File: config.mk
export PLATFORM = sky130hd
export DESIGN_NAME = eth_frame_receiver
export DESIGN_NICKNAME = d
export VERILOG_FILES = /design/src/rtl/eth_frame_receiver.sv
export SDC_FILE = /design/constraint.sdc
export NUM_CORES = 1
export LEC_CHECK = 0
export ABC_AREA = 1
export CAP_MARGIN = 20
export CORE_MARGIN = 10
export CORE_UTILIZATION = 50
export CTS_BUF_LIST = sky130_fd_sc_hd__clkbuf_16
export DETAILED_ROUTE_END_ITERATION = 12
export GPL_ROUTABILITY_DRIVEN = 0
export PLACE_DENSITY = 0.75
export SYNTH_ARGS = -nofsm -noshare
export SYNTH_HDL_FRONTEND = slang
export SYNTH_SLANG_ARGS = --single-unit
File: constraint.sdc
create_clock -name clk -period 4.2 [get_ports clk]
set_clock_uncertainty 0.15 [all_clocks]
set_input_delay 0.63 -clock clk [delete_from_list [all_inputs] [get_ports clk]]
set_output_delay 0.63 -clock clk [all_outputs]
set_load 0.05 [all_outputs]
File: src/rtl/eth_frame_receiver.sv
// Ethernet frame receiver: header capture, payload stream with FCS stripped, CRC-32/length check.
// Optional ADDR_FILTER_EN: silently drop frames not addressed to LOCAL_MAC or broadcast.
module eth_frame_receiver #(
  parameter int          MAX_PAYLOAD = 1500,
  parameter logic [47:0] LOCAL_MAC   = 48'hAABBCCDDEEFF
) (
  input  logic        clk,
  input  logic        rst,
  input  logic [7:0]  rx_data,
  input  logic        rx_valid,
  output logic [47:0] dest_mac,
  output logic [47:0] src_mac,
  output logic [15:0] ethertype,
  output logic        hdr_valid,
  output logic [7:0]  pl_data,
  output logic        pl_valid,
  output logic        pl_last,
  output logic        frame_done,
  output logic        crc_err,
  output logic        len_err
);

  typedef enum logic [2:0] {S_RESYNC, S_IDLE, S_HDR, S_PAYLOAD, S_DROP} state_t;

  localparam logic [31:0] CRC_POLY    = 32'hEDB88320;
  localparam logic [31:0] CRC_INIT    = 32'hFFFFFFFF;
  localparam logic [31:0] CRC_RESIDUE = 32'hDEBB20E3;
  localparam logic [16:0] OVERSIZE_LIM = 17'(MAX_PAYLOAD + 18);

  function automatic logic [31:0] crc_step(input logic [31:0] c, input logic [7:0] d);
    logic [31:0] r;
    r = c ^ {24'h0, d};
    for (int i = 0; i < 8; i++)
      r = r[0] ? ((r >> 1) ^ CRC_POLY) : (r >> 1);
    return r;
  endfunction

  state_t        state, state_nxt;
  logic [15:0]   byte_cnt;
  logic [15:0]   cnt_inc;
  logic [31:0]   crc;
  logic [31:0]   crc_nxt;
  logic [103:0]  hdr_sr;
  logic [111:0]  hdr_full;
  logic [7:0]    dly [5];
  logic [2:0]    dly_cnt;
  logic          dly_full;
  logic          hdr_last;
  logic          oversize;
  logic          len_bad;
  logic          addr_ok;
  logic          drop_report;

  assign cnt_inc  = (byte_cnt == 16'hFFFF) ? byte_cnt : byte_cnt + 16'd1;
  assign crc_nxt  = crc_step(crc, rx_data);
  assign hdr_full = {hdr_sr, rx_data};
  assign dly_full = (dly_cnt == 3'd5);
  assign hdr_last = (byte_cnt == 16'd13);
  assign oversize = ({1'b0, cnt_inc} > OVERSIZE_LIM);
  assign len_bad  = (byte_cnt < 16'd18);

`ifdef ADDR_FILTER_EN
  assign addr_ok = (hdr_full[111:64] == LOCAL_MAC) || (hdr_full[111:64] == 48'hFFFF_FFFF_FFFF);
`else
  // Every address is accepted; the compare only keeps LOCAL_MAC referenced.
  assign addr_ok = 1'b1 | (hdr_full[111:64] == LOCAL_MAC);
`endif

  always_ff @(posedge clk) begin
    if (rst) state <= S_RESYNC;
    else     state <= state_nxt;
  end

  always_comb begin
    state_nxt = state;
    case (state)
      S_RESYNC:  if (!rx_valid) state_nxt = S_IDLE;
      S_IDLE:    if (rx_valid)  state_nxt = S_HDR;
      S_HDR: begin
        if (!rx_valid)    state_nxt = S_IDLE;
        else if (hdr_last) state_nxt = addr_ok ? S_PAYLOAD : S_DROP;
      end
      S_PAYLOAD: begin
        if (!rx_valid)    state_nxt = S_IDLE;
        else if (oversize) state_nxt = S_DROP;
      end
      S_DROP:    if (!rx_valid) state_nxt = S_IDLE;
      default:   state_nxt = S_RESYNC;
    endcase
  end

  always_ff @(posedge clk) begin
    if (rst) begin
      dest_mac    <= '0;
      src_mac     <= '0;
      ethertype   <= '0;
      hdr_valid   <= 1'b0;
      pl_data     <= '0;
      pl_valid    <= 1'b0;
      pl_last     <= 1'b0;
      frame_done  <= 1'b0;
      crc_err     <= 1'b0;
      len_err     <= 1'b0;
      byte_cnt    <= '0;
      crc         <= CRC_INIT;
      hdr_sr      <= '0;
      dly_cnt     <= '0;
      drop_report <= 1'b0;
      for (int i = 0; i < 5; i++) dly[i] <= '0;
    end else begin
      hdr_valid  <= 1'b0;
      pl_valid   <= 1'b0;
      pl_last    <= 1'b0;
      frame_done <= 1'b0;
      crc_err    <= 1'b0;
      len_err    <= 1'b0;
      // Any gap re-arms per-frame state, whatever the FSM was doing.
      if (!rx_valid) begin
        byte_cnt <= '0;
        crc      <= CRC_INIT;
        dly_cnt  <= '0;
      end
      case (state)
        S_IDLE, S_HDR: begin
          if (rx_valid) begin
            byte_cnt <= cnt_inc;
            crc      <= crc_nxt;
            hdr_sr   <= hdr_full[103:0];
            if (state == S_HDR && hdr_last) begin
              if (addr_ok) begin
                hdr_valid <= 1'b1;
                dest_mac  <= hdr_full[111:64];
                src_mac   <= hdr_full[63:16];
                ethertype <= hdr_full[15:0];
              end else begin
                drop_report <= 1'b0;
              end
            end
          end else if (state == S_HDR) begin
            frame_done <= 1'b1;
            len_err    <= 1'b1;
          end
        end
        S_PAYLOAD: begin
          if (rx_valid) begin
            byte_cnt <= cnt_inc;
            crc      <= crc_nxt;
            if (oversize) begin
              drop_report <= 1'b1;
            end else begin
              dly[0] <= rx_data;
              for (int i = 1; i < 5; i++) dly[i] <= dly[i-1];
              if (dly_full) begin
                pl_data  <= dly[4];
                pl_valid <= 1'b1;
              end else begin
                dly_cnt <= dly_cnt + 3'd1;
              end
            end
          end else begin
            frame_done <= 1'b1;
            len_err    <= len_bad;
            crc_err    <= !len_bad && (crc != CRC_RESIDUE);
            // With a full buffer the oldest byte is the last payload byte; the rest is FCS.
            if (dly_full) begin
              pl_data  <= dly[4];
              pl_valid <= 1'b1;
              pl_last  <= 1'b1;
            end
          end
        end
        S_DROP: begin
          if (!rx_valid && drop_report) begin
            frame_done <= 1'b1;
            len_err    <= 1'b1;
          end
        end
        default: ;
      endcase
    end
  end

endmodule

==> results of run 1 <==
logic make-up (layout without fill, tap and decap cells):
| logic type | count (synthesis) | in the layout | share of synthesized area |
|---|---|---|---|
| and+or+nand+nor | 310 | 310 | 0.113 |
| AOI/OAI and AO/OA | 547 | 547 | 0.210 |
| adders and majority gates | 4 | 4 | 0.00380 |
| DFF | 325 | 325 | 0.525 |
| xor gates and xnor gates | 69 | 69 | 0.0496 |
| buffers and inverters | 329 | 455 | 0.0984 |
how the worst max path moves through the flow:
stage                                           to                   start  slack, ps
after CTS                 dly[0][19]$_SDFFCE_PN0P_  byte_cnt[0]$_SDFF_PP0_        940
after detailed placement   dly[0][4]$_SDFFCE_PN0P_  byte_cnt[0]$_SDFF_PP0_        950
after global placement     dly[0][4]$_SDFFCE_PN0P_  byte_cnt[1]$_SDFF_PP0_       1060
after floorplan            dly[0][0]$_SDFFCE_PN0P_  byte_cnt[0]$_SDFF_PP0_        930
after global routing      dly[0][36]$_SDFFCE_PN0P_  byte_cnt[0]$_SDFF_PP0_        650
final                     dly[0][19]$_SDFFCE_PN0P_  byte_cnt[0]$_SDFF_PP0_        910
cells in the final DEF, fill, tap and decap left out, types with 7 or more instances in the layout:
cell type        count
xor2_1              46
clkdlybuf4s50_1    136
nor2_1              82
nor3_1               8
o21ai_0            275
xnor2_1             18
edfxtp_1            40
nor2_2              25
inv_1              240
nand2_2             13
nand2_1            116
clkbuf_16           35
nand4_1             17
o21ai_1              7
a21oi_1            253
clkinv_2            10
dfxtp_1            285
buf_4               12
nand3_1             28
power groups by stage:
stage          sequential, W  combinational [W]  clock (W)
2_1_floorplan        0.00398            0.00201          0
3_5_place_dp         0.00408            0.00252          0
4_1_cts              0.00402            0.00255    0.00298
6_report             0.00403            0.00256    0.00292
5_1_grt              0.00409            0.00292    0.00309
3_3_place_gp         0.00407            0.00245          0
worst register-to-register path: stages (launching register included):
cell and delay (ps):
dfxtp_1 470, ha_1 310, inv_1 100, nor2_4 160
nand2_2 80, inv_2 90, nand2_2 200, nand2_1 150
o21ai_2 70, nor2_1 120, and2_1 180, nand3_4 110
nand2_4 120, nand2_2 90, nand2_1 70, buf_4 440
layer usage:
layer / global-route usage / vias to the layer above
met5: 0 / -
met4: 0.0801 / 0
met3: 0.0449 / 68
met2: 0.300 / 279
met1: 0.235 / 4866
li1: - / 5377
state kept, by name, indices dropped and copies added (netlist names), 8 cells and up:
name / count
hdr_sr: 104
crc: 32
byte_cnt: 16
pl_data: 8
dest_mac: 48
ethertype: 16
dly: 40
src_mac: 48
layout make-up:
type                            instances  area [sq um]  area share
Clock inverter                         29           221      0.0140
Multi-Input combinational cell        930          4970       0.313
Sequential cell                       325          6910       0.435
Inverter                              236           891      0.0561
Clock buffer                           35           876      0.0552
Tap cell                              335           419      0.0264
Timing Repair Buffer                  155          1590      0.0999
metrics by stage:
stage	hold WS (ps)	instances
after floorplan	280	1584
after global placement	288	1980
after detailed placement	292	1981
after CTS	307	2045
after global routing	333	2045
final	305	2045
==> results.tsv, run 1 <==
stage	metric	value	unit
logic_synthesis	Synth Area per Inst	8.31	sq um
logic_synthesis	Post-synth top cells	285 x dfxtp_1, 275 x o21ai_0, 253 x a21oi_1	
logic_synthesis	Yosys warning count	0	
grt	grt ovf	0	
power_and_ir_drop	pwr/cell area	599	nW/um^2
timing	Tcrit/Tclk final	0.784	
critical_path	CP bufs+invs	3	
final_layout	share of cells above drive strength 1	0.0778	
critical_path	critical path class	flop to flop	
timing	RSZ-0062 raised after global routing	no	
die	row count	59	
die	Die W	182	um
min_path	Hold Path Sink	src_mac[26]$_SDFFE_PP0P_	
timing	Slew Limit Fails	0	
timing	worst slew pin tran	913	ps
critical_path	crit path max fanout	40	
die	Initial Utilization	0.507	
critical_path	slowest CP cell	dfxtp_1	
final_layout	fillcell total	2224	
final_layout	Final Cell Area	15900	sq um
final_layout	Final Core Density	0.611	
critical_path	CP startpoint kind	flop	
logic_synthesis	unique cell type count in the Yosys netlist	40	
final_layout	area grow syn2layout	20.6	%
logic_synthesis	Synth top area share	0.433	
critical_path	reg-to-reg startpoint	byte_cnt[0]$_SDFF_PP0_	
detailed_routing	TritonRoute pass-1 iters	5	
critical_path	crit path capture type	flop	
final_layout	final-stage net count	1698	
critical_path	WP depth	15	
clocking	CTS clk-pin slew, worst paths	60	ps
min_path	HP Class	flop to flop	
timing	Sum Neg Setup Slack	0	ps
logic_synthesis	number of synthesized flops with an enable pin	40	
logic_synthesis	Post-Syn Area	13200	sq um
critical_path	crit-path most repeated cell	nand2_2	
clocking	clock root cell	clkbuf_16	
grt	number of global-route vias before repair	10500	
clocking	Max clock buf depth	3	
detailed_routing	DR vias/cell	5.18	
critical_path	reg2reg path depth	15	
min_path	hold path cells	2	
power_and_ir_drop	static leakage	6.28	nW
power_and_ir_drop	P_int	0.00623	W
detailed_routing	Metal-1 WL	13.8	mm
timing	final hold violation count	0	
power_and_ir_drop	Flop pwr share	0.424	
grt	first-pass GRT wire length	52.7	mm
run_status	status	complete, no violations	
critical_path	Top delay family on crit path	simple AND/OR/NAND/NOR gates	
detailed_routing	DRC Markers	0	
die	die height	182	um
die	Core Area	26000	sq um
detailed_routing	vias after detailed routing	10600	
placed_design	DPL Wire Length	21.3	mm
critical_path	Reg2Reg Setup Slack	910	ps
grt	gr usage total	0.187	
logic_synthesis	FF+latch count, synth	325	
detailed_routing	antenna-violating nets left	0	
die	die area	33200	sq um
timing	worst-case headroom to the max-slew limit	0.389	
power_and_ir_drop	clock share of power	0.307	
clocking	CTS Sinks	325	
clocking	setup repair bufs after CTS	0	
critical_path	CP cell instances	ha_1 > inv_1 > nor2_4 > nand2_2 > inv_2 > nand2_2 > nand2_1 > o21ai_2 > nor2_1 > and2_1 > nand3_4 > nand2_4 > nand2_2 > nand2_1 > buf_4	
timing	Max Fclk	0.304	GHz
placed_design	# port buffers	136	
timing	final setup margin	907	ps
power_and_ir_drop	Sw Ratio	0.346	
logic_synthesis	synth top area cells	dfxtp_1 43%, o21ai_0 10%, a21oi_1 9.6%	
power_and_ir_drop	Worst VDD drop	0.413	mV
flow_run	Max Cap Viol	0	
power_and_ir_drop	switching power	0.00329	W
logic_synthesis	Synth area leader	dfxtp_1	
detailed_routing	WL met2	14.4	mm
placed_design	Setup WS pre-CTS	950	ps
clocking	hold_buf cts	0	
logic_synthesis	predominant post-synthesis flop cell	dfxtp_1	
critical_path	Critical R2R Capture	dly[0][19]$_SDFFCE_PN0P_	
grt	largest net degree at the start of global routing	131	
detailed_routing	Wirelength per Cell	15.4	um
clocking	CTS Buf Count	35	
timing	minimum clock period	3290	ps
min_path	worst hold start	hdr_sr[34]$_SDFFE_PP0P_	
clocking	# resized after CTS	0	
power_and_ir_drop	total power	0.00951	W
power_and_ir_drop	Logic pwr share	0.269	
logic_synthesis	sequential share of the synthesized area	0.525	
detailed_routing	DRT Wirelength	31.5	mm
logic_synthesis	Post-synth ARST share	0	
critical_path	Critical Path RT	4200	ps
placed_design	placed inst area	14800	sq um
clocking	CTS tree	built	
clocking	# H-tree levels	2	
clocking	clk_lat worst skew	520	ps
detailed_routing	Top Metal Used	met4	
logic_synthesis	syn_nets	1599	
critical_path	crit path DAT	3290	ps
die	Top Ports	137	
logic_synthesis	most frequent cell after synthesis	dfxtp_1	
detailed_routing	Iter 0 DRT Violations	789	
critical_path	crit-path max cell delay	470	ps
final_layout	n_diodes	0	
logic_synthesis	Syn Inst Count	1584	
timing	final setup fails	0	
grt	initial antenna violation count	0	
detailed_routing	met3 routed WL	2.02	mm
Power figures use the tool's default switching activity.
==> run 2: changes to the inputs <==
Clock period 4.2 ns to 3.3 ns, I/O delays scaled along.
==> run 2 against run 1 <==
Critical path depth stayed put. Core utilization hardly changed. Via count is 0.35% lower. Critical path type unchanged.
==> results.tsv, run 2 (synthesized netlist as in run 1, its figures left out) <==
stage	metric	value	unit	change
run_status	status	complete, no violations		
grt	number of global-route vias before repair	10200		-2.6%
timing	worst slew pin tran	788	ps	-125 ps
die	Core Area	26000	sq um	unchanged
timing	Tcrit/Tclk final	0.931		+0.147
power_and_ir_drop	pwr/cell area	758	nW/um^2	+26%
grt	largest net degree at the start of global routing	105		-20%
min_path	hold path cells	2		unchanged
placed_design	DPL Wire Length	21.2	mm	-0.45%
critical_path	crit path capture type	flop		
detailed_routing	DR vias/cell	5.16		-0.30%
detailed_routing	Iter 0 DRT Violations	671		-15%
timing	Slew Limit Fails	0		unchanged
final_layout	share of cells above drive strength 1	0.0784		+0.000631
min_path	worst hold start	hdr_sr[79]$_SDFFE_PP0P_		
clocking	clk_lat worst skew	530	ps	about the same
critical_path	CP startpoint kind	flop		
detailed_routing	DRC Markers	0		unchanged
clocking	Max clock buf depth	3		unchanged
detailed_routing	TritonRoute pass-1 iters	5		unchanged
die	row count	59		unchanged
die	die area	33200	sq um	unchanged
flow_run	Max Cap Viol	0		unchanged
die	Top Ports	137		unchanged
critical_path	slowest CP cell	dfxtp_1		
grt	first-pass GRT wire length	51.6	mm	-2.1%
final_layout	Biggest register	hdr_sr		
die	Initial Utilization	0.507		unchanged
power_and_ir_drop	static leakage	6.27	nW	-0.26%
power_and_ir_drop	Worst VDD drop	0.488	mV	+18%
timing	RSZ-0062 raised after global routing	no		
critical_path	reg-to-reg startpoint	byte_cnt[1]$_SDFF_PP0_		
critical_path	crit-path most repeated cell	nand2_2		
critical_path	critical path class	flop to flop		
clocking	hold_buf cts	0		unchanged
critical_path	CP cell instances	ha_2 > inv_1 > nor2_4 > nand2_2 > inv_2 > nand2_2 > nand2_1 > o21ai_2 > nor2_1 > and2_1 > nand3_4 > nand2_4 > nand2_2 > nand2_1 > buf_12		
min_path	HP Class	flop to flop		
die	die height	182	um	unchanged
die	Die W	182	um	unchanged
final_layout	most used cells in the layout excluding fill and tap cells	284 x dfxtp_1, 275 x o21ai_0, 253 x a21oi_1, 235 x inv_1, 136 x clkdlybuf4s50_1		
grt	gr usage total	0.184		-0.00293
timing	final setup fails	0		unchanged
critical_path	Critical R2R Capture	dly[0][9]$_SDFFCE_PN0P_		
final_layout	n_diodes	0		unchanged
timing	worst-case headroom to the max-slew limit	0.474		+0.0849
timing	Sum Neg Setup Slack	0	ps	unchanged
placed_design	# port buffers	136		unchanged
detailed_routing	Top Metal Used	met4		
clocking	CTS Sinks	325		unchanged
clocking	# H-tree levels	2		unchanged
final_layout	final-stage net count	1700		+0.12%
clocking	CTS Buf Count	35		unchanged
detailed_routing	DRT Wirelength	31.3	mm	-0.70%
timing	final hold violation count	0		unchanged
critical_path	crit-path max cell delay	450	ps	-20 ps
critical_path	crit path max fanout	40		unchanged
critical_path	CP bufs+invs	3		unchanged
min_path	Hold Path Sink	dest_mac[23]$_SDFFE_PP0P_		
detailed_routing	met3 routed WL	2.05	mm	+1.3%
final_layout	max reg flops	104		unchanged
detailed_routing	Metal-1 WL	13.5	mm	-2.4%
final_layout	area grow syn2layout	20.6	%	about the same
clocking	clock root cell	clkbuf_16		
critical_path	Critical Path RT	3350	ps	-850 ps
detailed_routing	WL met2	14.9	mm	+3.4%
final_layout	Top Registers	hdr_sr (104), dest_mac (48), src_mac (48)		
critical_path	Reg2Reg Setup Slack	230	ps	-680 ps
final_layout	Final Core Density	0.611		about the same
grt	initial antenna violation count	0		unchanged
timing	Max Fclk	0.326	GHz	+7.2%
detailed_routing	antenna-violating nets left	0		unchanged
critical_path	Top delay family on crit path	simple AND/OR/NAND/NOR gates		
critical_path	reg2reg path depth	15		unchanged
grt	grt ovf	0		unchanged
timing	minimum clock period	3070	ps	-222 ps
critical_path	crit path DAT	3120	ps	-170 ps
detailed_routing	vias after detailed routing	10600		-0.35%
clocking	CTS clk-pin slew, worst paths	60	ps	about the same
detailed_routing	Wirelength per Cell	15.3	um	-0.65%
clocking	CTS tree	built		
final_layout	commonest non-fill, non-tap cell in the layout	dfxtp_1		
## run 2: changes by cell type in the layout (fill, tap and decap cells not counted), sizes merged
cell      delta
buf          +2
clkbuf       +2
clkinvlp     -1
bufinv       -2
inv          -6
clkinv       +4
## run 2: final cells by class
cell class | count | area (sq um)
clock buffer | 37 | 926
clock inverter | 24 | 146
fill | 2270 | 10100
inverter | 236 | 891
multi-input combinational | 930 | 4980
sequential | 325 | 6910
tap | 335 | 419
timing repair buffer | 157 | 1610
## run 2: per-layer routing
metal	GRT usage	vias to the layer above
li1	-	5377
met1	0.224	4854
met2	0.310	270
met3	0.0502	52
met4	0.0582	0
met5	0	-
## run 2: worst max path at each step
| stage | start | endpoint | slack [ps] | depth (start not counted) |
|---|---|---|---|---|
| after floorplan | byte_cnt[0]$_SDFF_PP0_ | dly[0][0]$_SDFFCE_PN0P_ | 30 | 16 |
| after global placement | byte_cnt[0]$_SDFF_PP0_ | dly[0][5]$_SDFFCE_PN0P_ | 280 | 15 |
| after detailed placement | byte_cnt[0]$_SDFF_PP0_ | dly[0][4]$_SDFFCE_PN0P_ | 200 | 15 |
| after CTS | byte_cnt[0]$_SDFF_PP0_ | dly[0][7]$_SDFFCE_PN0P_ | 180 | 15 |
| after global routing | byte_cnt[1]$_SDFF_PP0_ | dly[0][36]$_SDFFCE_PN0P_ | 5 | 15 |
| final | byte_cnt[1]$_SDFF_PP0_ | dly[0][9]$_SDFFCE_PN0P_ | 230 | 15 |
## run 2: power by group
| part | internal (W) | leakage, nW | switching (W) |
|---|---|---|---|
| Clock | 0.00205 | 0.549 | 0.00159 |
| Sequential | 0.00468 | 2.73 | 0.000425 |
| Combinational | 0.00113 | 2.99 | 0.00215 |
## run 2: repair_timing
| action | in CTS | in global routing |
|---|---|---|
| endpoints found under the setup margin | 0 | 40 |
| setup buffers | 0 | 0 |
| gates resized for setup | 0 | 2 |
| hold endpoints to repair | 0 | 0 |
## run 2: tightest hold or removal path, cell delays in order, from the launching register on
cell and delay (ps):
dfxtp_1 300, inv_1 60, a21oi_1 50
## run 2: metrics by stage
stage / worst slack [ps] / hold WS, ps / std cells / cell area, sq um / total power (W)
CTS: 178 / 302 / 2044 / 15900 / 0.0121
global route: 4.84 / 328 / 2044 / 15900 / 0.0128
finish: 229 / 303 / 2044 / 15900 / 0.0120
global placement: 280 / 289 / 1983 / 14800 / 0.00834
floorplan: 33.0 / 280 / 1584 / 13200 / 0.00763
detailed placement: 198 / 294 / 1983 / 14800 / 0.00842
==> run 3: changes to the inputs <==
Settings changed: CTS_CLUSTER_SIZE set to 10.
==> run 3 against run 2 <==
Register-to-register slack lost 30 ps. Clock power is essentially flat. Critical path type unchanged. Die area is the same. Non-clock buffer count is the same. Combinational power is essentially flat. Design area shrank 0.18%. Core utilization shrank 0.11 points. Final cell count shrank 0.49%. Count of clock-buffer cells in the layout grew 1. Worst hold slack gained 2.3 ps.
==> results.tsv, run 3 (synthesized netlist as in run 1, its figures left out) <==
stage	metric	value	unit	change
run_status	status	complete, no violations		
clocking	hold_buf cts	0		unchanged
power_and_ir_drop	Worst VDD drop	0.475	mV	-2.6%
final_layout	Top Registers	hdr_sr (104), dest_mac (48), src_mac (48)		
critical_path	crit-path max cell delay	470	ps	+20 ps
timing	Sum Neg Setup Slack	0	ps	unchanged
critical_path	reg-to-reg startpoint	byte_cnt[0]$_SDFF_PP0_		
critical_path	crit path max fanout	40		unchanged
power_and_ir_drop	pwr/cell area	758	nW/um^2	about the same
die	Top Ports	137		unchanged
die	Core Area	26000	sq um	unchanged
detailed_routing	vias after detailed routing	10600		+0.17%
min_path	HP Class	flop to flop		
grt	largest net degree at the start of global routing	105		unchanged
die	Die W	182	um	unchanged
grt	most used routing layer	met2		
timing	Max Fclk	0.322	GHz	-1.1%
grt	gr usage total	0.184		about the same
detailed_routing	TritonRoute pass-1 iters	5		unchanged
power_and_ir_drop	total power	0.0120	W	-0.12%
power_and_ir_drop	Logic pwr share	0.273		about the same
power_and_ir_drop	switching power	0.00412	W	-1.0%
clocking	CTS tree	built		
detailed_routing	antenna-violating nets left	0		unchanged
timing	Slew Limit Fails	0		unchanged
grt	met3 Resource Use GR	0.0441		-0.00613
grt	M2 GR Usage	0.311		+0.00103
clocking	CTS Buf Count	38		+8.6%
final_layout	Final Cell Area	15800	sq um	-0.18%
timing	Tcrit/Tclk final	0.941		+0.00996
placed_design	DPL Wire Length	21.2	mm	unchanged
critical_path	Critical Path RT	3350	ps	about the same
clocking	clock root cell	clkbuf_16		
final_layout	commonest non-fill, non-tap cell in the layout	dfxtp_1		
detailed_routing	Wirelength per Cell	15.4	um	+0.79%
critical_path	Reg2Reg Setup Slack	200	ps	-30 ps
clocking	# H-tree levels	2		unchanged
flow_run	Max Cap Viol	0		unchanged
die	Initial Utilization	0.507		unchanged
timing	minimum clock period	3100	ps	+32.9 ps
power_and_ir_drop	P_int	0.00789	W	+0.36%
final_layout	fillcell total	2271		+0.044%
grt	first-pass GRT wire length	51.5	mm	-0.15%
min_path	worst hold start	hdr_sr[100]$_SDFFE_PP0P_		
final_layout	area grow syn2layout	20.4	%	
final_layout	Biggest register	hdr_sr		
clocking	Max clock buf depth	3		unchanged
final_layout	share of cells above drive strength 1	0.0736		-0.00484
timing	RSZ-0062 raised after global routing	no		
detailed_routing	DRT Wirelength	31.4	mm	+0.29%
power_and_ir_drop	Flop pwr share	0.425		about the same
critical_path	critical path class	flop to flop		
critical_path	slowest CP cell	dfxtp_1		
critical_path	crit-path most repeated cell	nand2_2		
grt	number of global-route vias before repair	10300		+0.79%
placed_design	# port buffers	136		unchanged
final_layout	most used cells in the layout excluding fill and tap cells	285 x dfxtp_1, 275 x o21ai_0, 253 x a21oi_1, 239 x inv_1, 136 x clkdlybuf4s50_1		
critical_path	CP startpoint kind	flop		
final_layout	max reg flops	104		unchanged
clocking	clk_lat worst skew	530	ps	about the same
power_and_ir_drop	Sw Ratio	0.343		-0.00314
timing	worst slew pin tran	802	ps	+14.4 ps
critical_path	CP bufs+invs	3		unchanged
detailed_routing	DR vias/cell	5.20		+0.66%
die	die area	33200	sq um	unchanged
final_layout	n_diodes	0		unchanged
final_layout	area occupied by registers	6910	sq um	about the same
critical_path	crit path capture type	flop		
clocking	CTS clk-pin slew, worst paths	60	ps	about the same
timing	final hold violation count	0		unchanged
critical_path	Critical Path Source	byte_cnt[0]$_SDFF_PP0_		
grt	met1 usage	0.221		-0.00260
placed_design	placed inst area	14800	sq um	unchanged
detailed_routing	Iter 0 DRT Violations	742		+11%
timing	final setup fails	0		unchanged
final_layout	final-stage net count	1703		+0.18%
grt	grt ovf	0		unchanged
grt	initial antenna violation count	0		unchanged
final_layout	area of the multi-input gates	4980	sq um	unchanged
die	row count	59		unchanged
critical_path	crit path DAT	3160	ps	+40 ps
power_and_ir_drop	static leakage	6.26	nW	-0.14%
critical_path	CP cell instances	ha_2 > inv_1 > nor2_4 > nand2_2 > inv_2 > nand2_2 > nand2_1 > o21ai_2 > nor2_1 > and2_1 > nand3_4 > nand2_4 > nand2_2 > nand2_1 > buf_12		
power_and_ir_drop	clock share of power	0.301		about the same
critical_path	Top delay family on crit path	simple AND/OR/NAND/NOR gates		
die	die height	182	um	unchanged
detailed_routing	DRC Markers	0		unchanged
clocking	CTS Sinks	325		unchanged
timing	worst-case headroom to the max-slew limit	0.464		-0.00960
## run 3: cell count changes in the layout (fill, tap and decap cells not counted), sizes merged
cell / change
clkinv: -16
inv: +5
clkbuf: +1
## run 3: final timing paths
check,to,cells past startpoint
hold / removal,hdr_sr[100]$_SDFFE_PP0P_,2
hold reg to reg,hdr_sr[100]$_SDFFE_PP0P_,2
setup / recovery,dly[0][35]$_SDFFCE_PN0P_,15
setup reg to reg,dly[0][35]$_SDFFCE_PN0P_,15
## run 3: layer usage
metal	up-vias	share of wire
li1	5374	-
met2	280	0.47
met1	4851	0.43
met4	0	0.033
met3	66	0.068
met5	-	0
## run 3: tightest hold or removal path, delay by kind of cell (launching register included)
kind / cells / cell delay [ps]
AOI/OAI and AO/OA: 1 / 60
buffers and inverters: 1 / 60
DFF: 1 / 290
## run 3: power by group through the flow
stage               registers (W)  logic (W)  clock network [W]
detailed placement        0.00517    0.00325                  0
finish                    0.00511    0.00328            0.00362
global route              0.00519    0.00371            0.00384
global placement          0.00515    0.00319                  0
CTS                       0.00511    0.00327            0.00371
floorplan                 0.00507    0.00256                  0
## run 3: cell type report
class,count,share of cell area
flip-flops and latches,325,0.436
multi-input cells,930,0.314
repair buffers,157,0.101
clock buffers,38,0.0600
inverters,236,0.0562
well taps,335,0.0265
clock inverters,13,0.00592
## run 3: metrics by stage
step                      setup WS, ps  cells  utilization  hold WS, ps
after floorplan                   33.0   1584            -          280
after global placement             280   1983        0.569          289
after detailed placement           198   1983        0.569          294
after CTS                          173   2034        0.610          310
after global routing              3.10   2034        0.610          327
final                              196   2034        0.610          306
## run 3: repair_timing
item	4_1_cts	5_1_grt
gates resized for setup	0	1
buffers inserted	0	0
endpoints found under the setup margin	0	40
